File: src/rtl/scs8hd_dlytap_ctrl.sv
// Tap-select sequencer for a scs8hd_clkdlybuf4s25_2 delay line.
// Takes a target tap over REQ/ACK and walks SEL one tap at a time, holding
// SETTLE idle cycles after each step so the delayed clock never jumps by
// more than one buffer delay per update.
module scs8hd_dlytap_ctrl #(
   parameter int NTAPS   = 16,
   parameter int TAPW    = 4,
   parameter int SETTLE  = 3,
   parameter int RST_TAP = 0
) (
   input  logic            CLK,
   input  logic            RESET,
   input  logic            REQ,
   input  logic [TAPW-1:0] TGT,
   output logic            ACK,
   output logic            BUSY,
   output logic [TAPW-1:0] SEL,
   output logic            CLAMP
);

   typedef enum logic [2:0] {
      S_IDLE,
      S_CMP,
      S_STEP,
      S_WAIT,
      S_DONE
   } state_t;

   localparam logic [TAPW-1:0] MAX_TAP = TAPW'(NTAPS - 1);
   localparam logic [TAPW-1:0] RST_SEL = TAPW'(RST_TAP);
   localparam logic [7:0]      SETTLE_CNT = 8'(SETTLE);

   state_t          state_q, state_d;
   logic [TAPW-1:0] sel_q, sel_d;
   logic [TAPW-1:0] tgt_q, tgt_d;
   logic [7:0]      cnt_q, cnt_d;
   logic            ack_q, ack_d;
   logic            busy_q, busy_d;
   logic            clamp_q, clamp_d;

   // State and output registers; reset drops any pending ramp immediately
   always_ff @(posedge CLK or posedge RESET) begin
      if (RESET) begin
         state_q <= S_IDLE;
         sel_q   <= RST_SEL;
         tgt_q   <= RST_SEL;
         cnt_q   <= 8'd0;
         ack_q   <= 1'b0;
         busy_q  <= 1'b0;
         clamp_q <= 1'b0;
      end else begin
         state_q <= state_d;
         sel_q   <= sel_d;
         tgt_q   <= tgt_d;
         cnt_q   <= cnt_d;
         ack_q   <= ack_d;
         busy_q  <= busy_d;
         clamp_q <= clamp_d;
      end
   end

   // Next-state: accept in IDLE, then compare / step / settle until SEL hits target
   always_comb begin
      state_d = state_q;
      sel_d   = sel_q;
      tgt_d   = tgt_q;
      cnt_d   = cnt_q;
      clamp_d = clamp_q;
      case (state_q)
         S_IDLE: begin
            if (REQ) begin
               // Out-of-range targets are clamped so SEL can never wrap
               tgt_d   = (TGT > MAX_TAP) ? MAX_TAP : TGT;
               clamp_d = (TGT > MAX_TAP);
               state_d = S_CMP;
            end
         end
         S_CMP: begin
            state_d = (sel_q == tgt_q) ? S_DONE : S_STEP;
         end
         S_STEP: begin
            sel_d   = (tgt_q > sel_q) ? sel_q + TAPW'(1) : sel_q - TAPW'(1);
            cnt_d   = SETTLE_CNT;
            state_d = S_WAIT;
         end
         S_WAIT: begin
            cnt_d = cnt_q - 8'd1;
            // Leaves after exactly SETTLE cycles in WAIT
            if (cnt_q <= 8'd1) state_d = S_CMP;
         end
         S_DONE: begin
            state_d = S_IDLE;
         end
         default: begin
            state_d = S_IDLE;
         end
      endcase
      // Registered flags follow the state being entered
      busy_d = (state_d != S_IDLE);
      ack_d  = (state_d == S_DONE);
   end

   assign ACK   = ack_q;
   assign BUSY  = busy_q;
   assign SEL   = sel_q;
   assign CLAMP = clamp_q;

endmodule

File: config.mk
export PLATFORM = sky130hd
export DESIGN_NAME = scs8hd_dlytap_ctrl
export DESIGN_NICKNAME = d
export VERILOG_FILES = /design/src/rtl/scs8hd_dlytap_ctrl.sv
export SDC_FILE = /design/constraint.sdc
export NUM_CORES = 1
export LEC_CHECK = 0
export CAP_MARGIN = 20
export CORE_ASPECT_RATIO = 0.6
export CORE_MARGIN = 2
export CORE_UTILIZATION = 30
export DETAILED_ROUTE_END_ITERATION = 6
export DONT_BUFFER_PORTS = 1
export PLACE_DENSITY_LB_ADDON = 0.15
export SYNTH_ARGS = -nofsm -noshare
export SYNTH_HDL_FRONTEND = slang
export SYNTH_SLANG_ARGS = --single-unit
File: constraint.sdc
create_clock -name CLK -period 5.5 [get_ports CLK]
set_input_delay 1.375 -clock CLK [delete_from_list [all_inputs] [get_ports CLK]]
set_output_delay 1.375 -clock CLK [all_outputs]
set_load 0.03 [all_outputs]
Word level (Yosys, flattened, before mapping)

Cells that the tools add are included.

Register bits: 22
Latch bits: 0
Bits in writable memories: 0
Bits in read-only memories: 0
Input port bits: 7
Output and inout bits: 7
Logic and storage cells: 29
Memories: 0

Add/sub/neg operators: 3
Multiply operators: 0
Div/mod/pow operators: 0
$lt $le $gt $ge: 3
Eq/ne operators: 5
Shift operators: 0
Muxes and demuxes: 7
Bitwise logic cells: 0
Reductions and logical operators: 4

Operator list:

| operator                                             | number |
|---|---|
| case mux 8 bit (2 select lines)                      | 1 |
| case mux 3 bit (4 select lines)                      | 1 |
| two-way mux 3 bit                                    | 3 |
| <= comparator 8 x 1 -> 1 bit, second input constant  | 1 |
| two-way mux 4 bit                                    | 2 |
| subtractor 8 x 1 -> 8 bit, second input constant     | 1 |
| == test 3 x 2 -> 1 bit, second input constant        | 2 |
| adder 4 x 1 -> 4 bit, second input constant          | 1 |
| == test 4 bit                                        | 1 |
| greater-than comparator 4 bit                        | 1 |
| greater-than comparator 4 bit, second input constant | 1 |
| subtractor 4 x 1 -> 4 bit, second input constant     | 1 |
| == test 3 x 1 -> 1 bit, second input constant        | 1 |
| == test 3 bit, second input constant                 | 1 |
| logical NOT 3 bit                                    | 1 |
| nonzero test 3 bit                                   | 1 |
| AND reduction 2 bit                                  | 1 |
| nonzero test 2 bit                                   | 1 |

Longest topological paths before layout

Gate-level depths: netlist (run 1).

Depth after elaboration: 4
Gate-level depth with buffers: 12
Mapped depth without buffers: 12

Worst setup path after synthesis (run 1)

OpenSTA, ideal clock, no wires.

Path kind: reg-to-reg
From: register sel_q[1], in the netlist SEL[1]
To: register sel_q[3], in the netlist SEL[3]
Setup time: 0.134 ns
Data arrival time: 2.494 ns
Required time: 5.366 ns
Slack: 2.872 ns
Stages on the path, launching flop included: 13
Path buffers: 0
Clock period less this slack: 2.628 ns
Path through: dfrtp_1 inv_1 ha_1 nor2b_1 o211ai_1 a21oi_1 inv_1 ha_1 a21o_1 a21oi_1 nand4_1 nand4_1 o211ai_1

Word-level cells in the longest chain between the ends: 2
Elaborated cells on any way between the ends: 4
Classes of those cells: add/sub (2); order compare (1); mux (1)

Ends and longest elaborated chain:

| what                                              | line | source |
|---|---|---|
| start: declaration                                | 34   | `logic [TAPW-1:0] sel_q, sel_d;` |
| start signal: assignment                          | 53   | `sel_q <= sel_d;` |
| subtractor 4 x 1 -> 4 bit (tied with other cells) | 82   | `sel_d = (tgt_q > sel_q) ? sel_q + TAPW'(1) : sel_q - TAPW'(1);` |
| two-way mux 4 bit *                               | 82   |  |

Every way passes the cells marked *; elsewhere a longest branch is shown, timed or not.
A chain may end at the register's enable or synchronous reset.

Final worst setup path (run 1)

Same ends and word-level chain as after synthesis.

==> results of run 1 <==
## registers in the layout, indices dropped and copies added, names as in the netlist
register and flops:
tgt_q 4, cnt_q 8, BUSY 1, SEL 4
state_q 3, ACK 1
## cells in the mapped netlist, types with 3 or more instances
cell / instances / area [µm²]
sky130_fd_sc_hd__dfrtp_1: 21 / 525.5
sky130_fd_sc_hd__inv_1: 10 / 37.54
sky130_fd_sc_hd__a21oi_1: 8 / 40.04
sky130_fd_sc_hd__mux2_2: 3 / 33.78
sky130_fd_sc_hd__nor3_1: 4 / 20.02
sky130_fd_sc_hd__ha_1: 8 / 100.1
sky130_fd_sc_hd__o211ai_1: 3 / 22.52
sky130_fd_sc_hd__or3_1: 3 / 18.77
sky130_fd_sc_hd__xnor2_1: 3 / 26.28
sky130_fd_sc_hd__nor2_1: 7 / 26.28
sky130_fd_sc_hd__nand4_1: 3 / 18.77
sky130_fd_sc_hd__nand2_1: 6 / 22.52
sky130_fd_sc_hd__nand3_1: 3 / 15.01
sky130_fd_sc_hd__o21ai_0: 7 / 35.03
## metal layers
metal	routed length (µm)	global-route usage [%]	part of all wire, %	vias to the layer above
met1	1320	19.43	58	373
met4	25	4.032	1.1	0
met3	123	4.603	5.4	4
met5	0	0	0	-
met2	792	15.60	35	21
li1	-	-	-	392
## power breakdown
part	internal, mW	leakage [nW]	total, mW	switching, mW
logic	0.171	0.254	0.401	0.230
registers	0.220	0.256	0.325	0.105
clock network	0.0517	0.0228	0.104	0.0523
## cell families (layout without fill, tap and decap cells)
group,count (synthesis),in the layout,share of synthesized area [%]
and+or+nand+nor,36,36,19.32
AOI/OAI and AO/OA,22,22,11.42
DFF,21,21,46.10
buffers and inverters,14,14,5.488
adders and majority gates,9,9,10.54
xor gates and xnor gates,5,5,3.843
muxes,3,3,2.964
other,1,1,0.3290
## worst reg2reg max path, stage by stage (launching register included)
cell and delay [ns]:
sky130_fd_sc_hd__dfrtp_1 0.61, sky130_fd_sc_hd__inv_1 0.12, sky130_fd_sc_hd__ha_1 0.34, sky130_fd_sc_hd__nor2b_1 0.14
sky130_fd_sc_hd__o211ai_1 0.27, sky130_fd_sc_hd__a21oi_1 0.17, sky130_fd_sc_hd__inv_1 0.15, sky130_fd_sc_hd__ha_1 0.25
sky130_fd_sc_hd__a21o_1 0.17, sky130_fd_sc_hd__a21oi_1 0.33, sky130_fd_sc_hd__nand4_1 0.16, sky130_fd_sc_hd__nand4_1 0.15
sky130_fd_sc_hd__o211ai_1 0.09
## final timing paths
check	from	end	slack [ns]	cells past startpoint
worst max register to register	SEL[1]	SEL[3]	2.45	12
min in group asynchronous	RESET	SEL[2]	1.14	1
worst min register to register	tgt_q[2]	tgt_q[2]	0.54	1
max in group asynchronous	RESET	cnt_q[2]	3.85	1
worst min-delay path	tgt_q[2]	tgt_q[2]	0.54	1
worst max-delay path	SEL[1]	SEL[3]	2.45	12
## stage by stage
stage,setup WS [ns],area [µm²]
2_1_floorplan,2.872,1140
3_3_place_gp,2.617,1174
3_5_place_dp,2.502,1174
4_1_cts,2.490,1219
5_1_grt,2.146,1219
6_report,2.452,1219
## final cells by class
type / instances / area [µm²]
Tap cell: 47 / 58.81
Sequential cell: 21 / 525.5
Fill cell: 372 / 2440
Inverter: 10 / 37.54
Multi-Input combinational cell: 76 / 551.8
Clock buffer: 4 / 45.04
==> impl_metrics.xml, run 1 <==
<?xml version="1.0" encoding="UTF-8"?>
<metrics>
  <group name="sta">
    <metric name="worst_slew_pin_slew" unit="ns">0.8041</metric>
    <metric name="slew_headroom" unit="%">46.33</metric>
    <metric name="final.hold.worst_slack" unit="ns">0.5394</metric>
    <metric name="period_share" unit="%">55.42</metric>
    <metric name="tns" unit="ns">0</metric>
    <metric name="finalHoldViolCount" unit="">0</metric>
    <metric name="report.final.slew_viol_count" unit="">0</metric>
    <metric name="setup-violations-final" unit="">0</metric>
    <metric name="clock_skew" unit="ns">0.01050</metric>
    <metric name="post-route-min-period" unit="ns">3.048</metric>
    <metric name="rsz0062_at_grt" unit="">false</metric>
    <metric name="fmax" unit="GHz">0.3281</metric>
  </group>
  <group name="finish">
    <metric name="most_common_library_cell_in_the_layout_ignoring_fill_and_taps" unit="">sky130_fd_sc_hd__dfrtp_1</metric>
    <metric name="finish.net_count" unit="">128</metric>
    <metric name="utilization" unit="%">33.31</metric>
    <metric name="n_antenna_cell" unit="">0</metric>
    <metric name="areaGrowthSynthToFinish" unit="%">6.916</metric>
    <metric name="fin_cells" unit="">158</metric>
    <metric name="drive_gt1_share" unit="%">9.910</metric>
    <metric name="layout.cells.most_common_list" unit="">sky130_fd_sc_hd__dfrtp_1 (21), sky130_fd_sc_hd__inv_1 (10), sky130_fd_sc_hd__a21oi_1 (8), sky130_fd_sc_hd__ha_1 (8)</metric>
  </group>
  <group name="outcome">
    <metric name="run_status" unit="">completed</metric>
  </group>
  <group name="synthesis">
    <metric name="synth.yosys.seq_area_share" unit="%">46.10</metric>
    <metric name="ys.flop_type" unit="">sky130_fd_sc_hd__dfrtp_1</metric>
    <metric name="ys_seq_elements" unit="">21</metric>
    <metric name="post_synth_num_cell_types" unit="">32</metric>
    <metric name="postSynthNetCount" unit="">127</metric>
    <metric name="synthesis.yosys.warnings" unit="">0</metric>
    <metric name="mappedNetlistArea" unit="µm²">1140</metric>
    <metric name="synth_edf_count" unit="">0</metric>
    <metric name="post_synth_inst_count" unit="">111</metric>
    <metric name="syn_avg_cell_area" unit="µm²">10.27</metric>
    <metric name="proportion_of_register_bits_with_asynchronous_set_or_reset_after_synthesis" unit="%">100.0</metric>
  </group>
  <group name="die">
    <metric name="floorplan.io_pins" unit="">14</metric>
    <metric name="die-area" unit="µm²">4325</metric>
    <metric name="core_area" unit="µm²">3659</metric>
    <metric name="start_util" unit="%">31.16</metric>
    <metric name="row_count" unit="">17</metric>
    <metric name="die_width" unit="µm">83.58</metric>
    <metric name="fp.dieH" unit="µm">51.75</metric>
  </group>
  <group name="placed_design">
    <metric name="gp_congestion" unit="">0.6971</metric>
    <metric name="port-buffer-count" unit="">0</metric>
    <metric name="hpwlAfterDp" unit="mm">1.682</metric>
    <metric name="dp.cells" unit="">154</metric>
  </group>
  <group name="clock_tree">
    <metric name="cts-buffers-inserted" unit="">3</metric>
    <metric name="max-clock-path-buffers" unit="">2</metric>
    <metric name="clk_pin_slew_worst_paths" unit="ns">0.08</metric>
    <metric name="clock-sinks" unit="">21</metric>
    <metric name="cts-root-buf" unit="">sky130_fd_sc_hd__clkbuf_8</metric>
    <metric name="hold_buffers" unit="">0</metric>
    <metric name="cts_tree" unit="">done</metric>
    <metric name="h-tree-depth" unit="">1</metric>
    <metric name="cts_resizes" unit="">0</metric>
    <metric name="clkLatencyLatePin" unit="ns">0.27</metric>
    <metric name="cts_setup_buffers" unit="">0</metric>
  </group>
  <group name="drt">
    <metric name="drtAntennaViolNets" unit="">0</metric>
    <metric name="routed_wire_length_per_instance" unit="µm">14.32</metric>
    <metric name="vias_per_cell" unit="">5.000</metric>
    <metric name="drcViolationCount" unit="">0</metric>
    <metric name="wl" unit="mm">2.262</metric>
    <metric name="initialDrtViolationCount" unit="">83</metric>
    <metric name="first_pass_iters" unit="">4</metric>
    <metric name="via_count" unit="">790</metric>
  </group>
  <group name="worst_setup_path">
    <metric name="required" unit="ns">5.65</metric>
    <metric name="critical_path.max_fanout" unit="">5</metric>
    <metric name="worst_path_dominant_cell_family" unit="">compound AO/OA/AOI/OAI gates</metric>
    <metric name="worst_path_max_delay_cell" unit="">sky130_fd_sc_hd__dfrtp_1</metric>
    <metric name="cell_breakdown_of_the_critical_path" unit="">inv_1 &gt; ha_1 &gt; nor2b_1 &gt; o211ai_1 &gt; a21oi_1 &gt; inv_1 &gt; ha_1 &gt; a21o_1 &gt; a21oi_1 &gt; nand4_1 &gt; nand4_1 &gt; o211ai_1</metric>
    <metric name="worstSetupPathType" unit="">register to register</metric>
    <metric name="critPathCaptureType" unit="">register</metric>
    <metric name="arrival" unit="ns">3.19</metric>
    <metric name="worst_path_largest_cell_delay" unit="ns">0.61</metric>
    <metric name="timing.critical_path.buf_inv" unit="">2</metric>
    <metric name="cp-start-kind" unit="">register</metric>
  </group>
  <group name="run">
    <metric name="maxCapViolCount" unit="">0</metric>
  </group>
  <group name="power">
    <metric name="peakVddDrop" unit="µV">175.1</metric>
    <metric name="power.density" unit="nW/µm²">680.9</metric>
    <metric name="design_power_total" unit="mW">0.8298</metric>
    <metric name="power_leakage" unit="nW">0.5325</metric>
  </group>
  <group name="global_route">
    <metric name="first_global_vias" unit="">791</metric>
    <metric name="globalRoute.totalOverflow" unit="">0</metric>
    <metric name="grtUsageTotal" unit="%">12.59</metric>
    <metric name="global_route_wire_length_before_repair" unit="mm">4.098</metric>
    <metric name="number_of_antenna_violations_at_the_first_check_in_global_routing" unit="">0</metric>
    <metric name="grt_start_max_net_pins" unit="">22</metric>
  </group>
  <group name="hold_path">
    <metric name="timing.hold.worst.class" unit="">register to register</metric>
  </group>
</metrics>
Note: power is estimated with default switching activity, not from simulation.
==> run 2: changes to the inputs <==
clock period = 2.85 ns   (was 5.5 ns; I/O delays follow)
==> impl_metrics.xml, run 2 (synthesis gave the netlist of run 1 again) <==
<?xml version="1.0" encoding="UTF-8"?>
<metrics>
  <group name="global_route">
    <metric name="grtUsageTotal" unit="%">12.50</metric>
    <metric name="grt_start_max_net_pins" unit="">22</metric>
    <metric name="globalRoute.totalOverflow" unit="">0</metric>
    <metric name="first_global_vias" unit="">829</metric>
    <metric name="number_of_antenna_violations_at_the_first_check_in_global_routing" unit="">0</metric>
    <metric name="global_route_wire_length_before_repair" unit="mm">4.112</metric>
  </group>
  <group name="worst_setup_path">
    <metric name="depth_of_the_most_critical_reg_to_reg_path" unit="">11</metric>
    <metric name="r2r-end" unit="">SEL[3]</metric>
    <metric name="ff2ff_setup_slack" unit="ns">0.34</metric>
    <metric name="worst_path_largest_cell_delay" unit="ns">0.40</metric>
    <metric name="worst_path_dominant_cell_family" unit="">compound AO/OA/AOI/OAI gates</metric>
    <metric name="worst_path_max_delay_cell" unit="">sky130_fd_sc_hd__dfrtp_1</metric>
    <metric name="timing.critical_path.buf_inv" unit="">1</metric>
    <metric name="timing_startpoint_of_the_critical_path" unit="">tgt_q[1]</metric>
    <metric name="timing.critical_path.to" unit="">SEL[3]</metric>
    <metric name="worstSetupPathType" unit="">register to register</metric>
    <metric name="arrival" unit="ns">2.65</metric>
    <metric name="cp-start-kind" unit="">register</metric>
    <metric name="required" unit="ns">2.99</metric>
    <metric name="critical_path.max_fanout" unit="">5</metric>
    <metric name="critPathCaptureType" unit="">register</metric>
    <metric name="r2r-start" unit="">tgt_q[1]</metric>
    <metric name="cell_breakdown_of_the_critical_path" unit="">ha_1 &gt; nor2b_1 &gt; o211ai_1 &gt; a21oi_1 &gt; inv_1 &gt; ha_1 &gt; a21o_1 &gt; a21oi_2 &gt; a2111o_1 &gt; nand4_1 &gt; o211ai_1</metric>
    <metric name="path_depth" unit="">11</metric>
  </group>
  <group name="drt">
    <metric name="vias_per_cell" unit="">4.883</metric>
    <metric name="via_count" unit="">796</metric>
    <metric name="wl" unit="mm">2.271</metric>
    <metric name="first_pass_iters" unit="">4</metric>
    <metric name="routed_wire_length_per_instance" unit="µm">13.93</metric>
    <metric name="drtAntennaViolNets" unit="">0</metric>
    <metric name="initialDrtViolationCount" unit="">27</metric>
    <metric name="drcViolationCount" unit="">0</metric>
  </group>
  <group name="sta">
    <metric name="clock_skew" unit="ns">0.001669</metric>
    <metric name="finalHoldViolCount" unit="">0</metric>
    <metric name="slew_headroom" unit="%">44.73</metric>
    <metric name="worst_slew_pin_slew" unit="ns">0.8282</metric>
    <metric name="setup-violations-final" unit="">0</metric>
    <metric name="setup_ws" unit="ns">0.3395</metric>
    <metric name="report.final.slew_viol_count" unit="">0</metric>
    <metric name="rsz0062_at_grt" unit="">false</metric>
    <metric name="period_share" unit="%">88.09</metric>
    <metric name="tns" unit="ns">0</metric>
    <metric name="fmax" unit="GHz">0.3983</metric>
    <metric name="post-route-min-period" unit="ns">2.511</metric>
  </group>
  <group name="power">
    <metric name="power_leakage" unit="nW">0.5608</metric>
    <metric name="peakVddDrop" unit="µV">359.3</metric>
    <metric name="power.density" unit="nW/µm²">1318</metric>
  </group>
  <group name="clock_tree">
    <metric name="h-tree-depth" unit="">1</metric>
    <metric name="clock-sinks" unit="">21</metric>
    <metric name="cts_tree" unit="">done</metric>
    <metric name="cts-root-buf" unit="">sky130_fd_sc_hd__clkbuf_8</metric>
    <metric name="max-clock-path-buffers" unit="">2</metric>
    <metric name="clkLatencyLatePin" unit="ns">0.26</metric>
    <metric name="clk_pin_slew_worst_paths" unit="ns">0.08</metric>
    <metric name="cts-buffers-inserted" unit="">3</metric>
  </group>
  <group name="finish">
    <metric name="utilization" unit="%">34.47</metric>
    <metric name="multi_input_comb_area" unit="µm²">555.5</metric>
    <metric name="largest_register_ffs" unit="">8</metric>
    <metric name="area.sequential" unit="µm²">525.5</metric>
    <metric name="finish.net_count" unit="">133</metric>
    <metric name="drive_gt1_share" unit="%">15.52</metric>
    <metric name="most_common_library_cell_in_the_layout_ignoring_fill_and_taps" unit="">sky130_fd_sc_hd__dfrtp_1</metric>
    <metric name="n_antenna_cell" unit="">0</metric>
    <metric name="regMostFlops" unit="">cnt_q</metric>
    <metric name="fillCellCount" unit="">376</metric>
    <metric name="layout.cells.most_common_list" unit="">sky130_fd_sc_hd__dfrtp_1 (21), sky130_fd_sc_hd__inv_1 (10), sky130_fd_sc_hd__ha_1 (8)</metric>
    <metric name="fin_cells" unit="">163</metric>
    <metric name="areaGrowthSynthToFinish" unit="%">10.65</metric>
  </group>
  <group name="placed_design">
    <metric name="dp.cells" unit="">159</metric>
    <metric name="port-buffer-count" unit="">0</metric>
    <metric name="post-place-ws" unit="ns">0.2497</metric>
    <metric name="hpwlAfterDp" unit="mm">1.704</metric>
    <metric name="gp_congestion" unit="">0.6794</metric>
  </group>
  <group name="hold_path">
    <metric name="timing.hold.worst.class" unit="">input pin to async pin</metric>
  </group>
  <group name="die">
    <metric name="row_count" unit="">17</metric>
    <metric name="floorplan.io_pins" unit="">14</metric>
    <metric name="die-area" unit="µm²">4325</metric>
    <metric name="die_width" unit="µm">83.58</metric>
    <metric name="fp.dieH" unit="µm">51.75</metric>
    <metric name="core_area" unit="µm²">3659</metric>
    <metric name="start_util" unit="%">31.16</metric>
  </group>
  <group name="run">
    <metric name="maxCapViolCount" unit="">0</metric>
  </group>
  <group name="outcome">
    <metric name="run_status" unit="">completed</metric>
  </group>
</metrics>
[run 2: cell count changes in the layout (fill, tap and decap cells not counted), sizes merged]
cell	change
clkinv	+1
buf	+5
clkbuf	-1
[run 2: final cells by class]
| cell class | count | area share [%] |
|---|---|---|
| Timing Repair Buffer | 5 | 2.976 |
| Sequential cell | 21 | 41.67 |
| Multi-Input combinational cell | 76 | 44.05 |
| Clock buffer | 3 | 3.274 |
| Inverter | 10 | 2.976 |
| Tap cell | 47 | 4.663 |
| Clock inverter | 1 | 0.3968 |
[run 2: per-layer routing]
layer / GRT usage (%) / share of wire, % / routed length (µm) / up-vias
met4: 3.226 / 0.62 / 14 / 0
li1: - / - / - / 401
met3: 5.079 / 5.7 / 130 / 2
met5: 0 / 0 / 0 / -
met1: 18.86 / 58 / 1312 / 373
met2: 16.00 / 36 / 814 / 20
[run 2: worst register-to-register path: stages, from the launching register on]
cell and delay (ns):
sky130_fd_sc_hd__dfrtp_1 0.40, sky130_fd_sc_hd__ha_1 0.31, sky130_fd_sc_hd__nor2b_1 0.13, sky130_fd_sc_hd__o211ai_1 0.13, sky130_fd_sc_hd__a21oi_1 0.25, sky130_fd_sc_hd__inv_1 0.13
sky130_fd_sc_hd__ha_1 0.29, sky130_fd_sc_hd__a21o_1 0.12, sky130_fd_sc_hd__a21oi_2 0.08, sky130_fd_sc_hd__a2111o_1 0.36, sky130_fd_sc_hd__nand4_1 0.09, sky130_fd_sc_hd__o211ai_1 0.09
[run 2: report_power, final]
part	leakage [nW]	switching (mW)	internal (mW)
Clock	0.0255	0.101	0.0974
Sequential	0.256	0.120	0.425
Combinational	0.279	0.539	0.379
[run 2: worst min-delay path by stage]
| stage | startpoint | endpoint | slack (ns) | cells after the start |
|---|---|---|---|---|
| 3_3_place_gp | tgt_q[1] | tgt_q[1] | 0.53 | 1 |
| 3_5_place_dp | tgt_q[2] | tgt_q[2] | 0.53 | 1 |
| 4_1_cts | RESET | tgt_q[3] | 0.54 | 1 |
| 5_1_grt | tgt_q[2] | tgt_q[2] | 0.56 | 1 |
| 6_report | RESET | tgt_q[3] | 0.50 | 1 |
| 2_1_floorplan | tgt_q[1] | tgt_q[1] | 0.48 | 1 |
[run 2: timing repair]
item	4_1_cts	5_1_grt
endpoints found under the hold margin	0	0
setup buffers	0	0
gates resized for setup	0	1
hold buffers	0	0
setup endpoints to repair	0	1
[run 2: metrics by stage]
stage / power, mW / hold WS (ns) / cell area, µm²
finish: 1.662 / 0.4963 / 1261
global placement: 1.439 / 0.5262 / 1211
CTS: 1.654 / 0.5444 / 1257
global route: 1.839 / 0.5560 / 1261
detailed placement: 1.436 / 0.5267 / 1211
floorplan: 1.222 / 0.4849 / 1140
==> run 3: changes to the inputs <==
GPL_ROUTABILITY_DRIVEN = 0   (was not set)
==> results of run 3 <==
The final DEF is identical to that of run 2; final timing and power are the same.
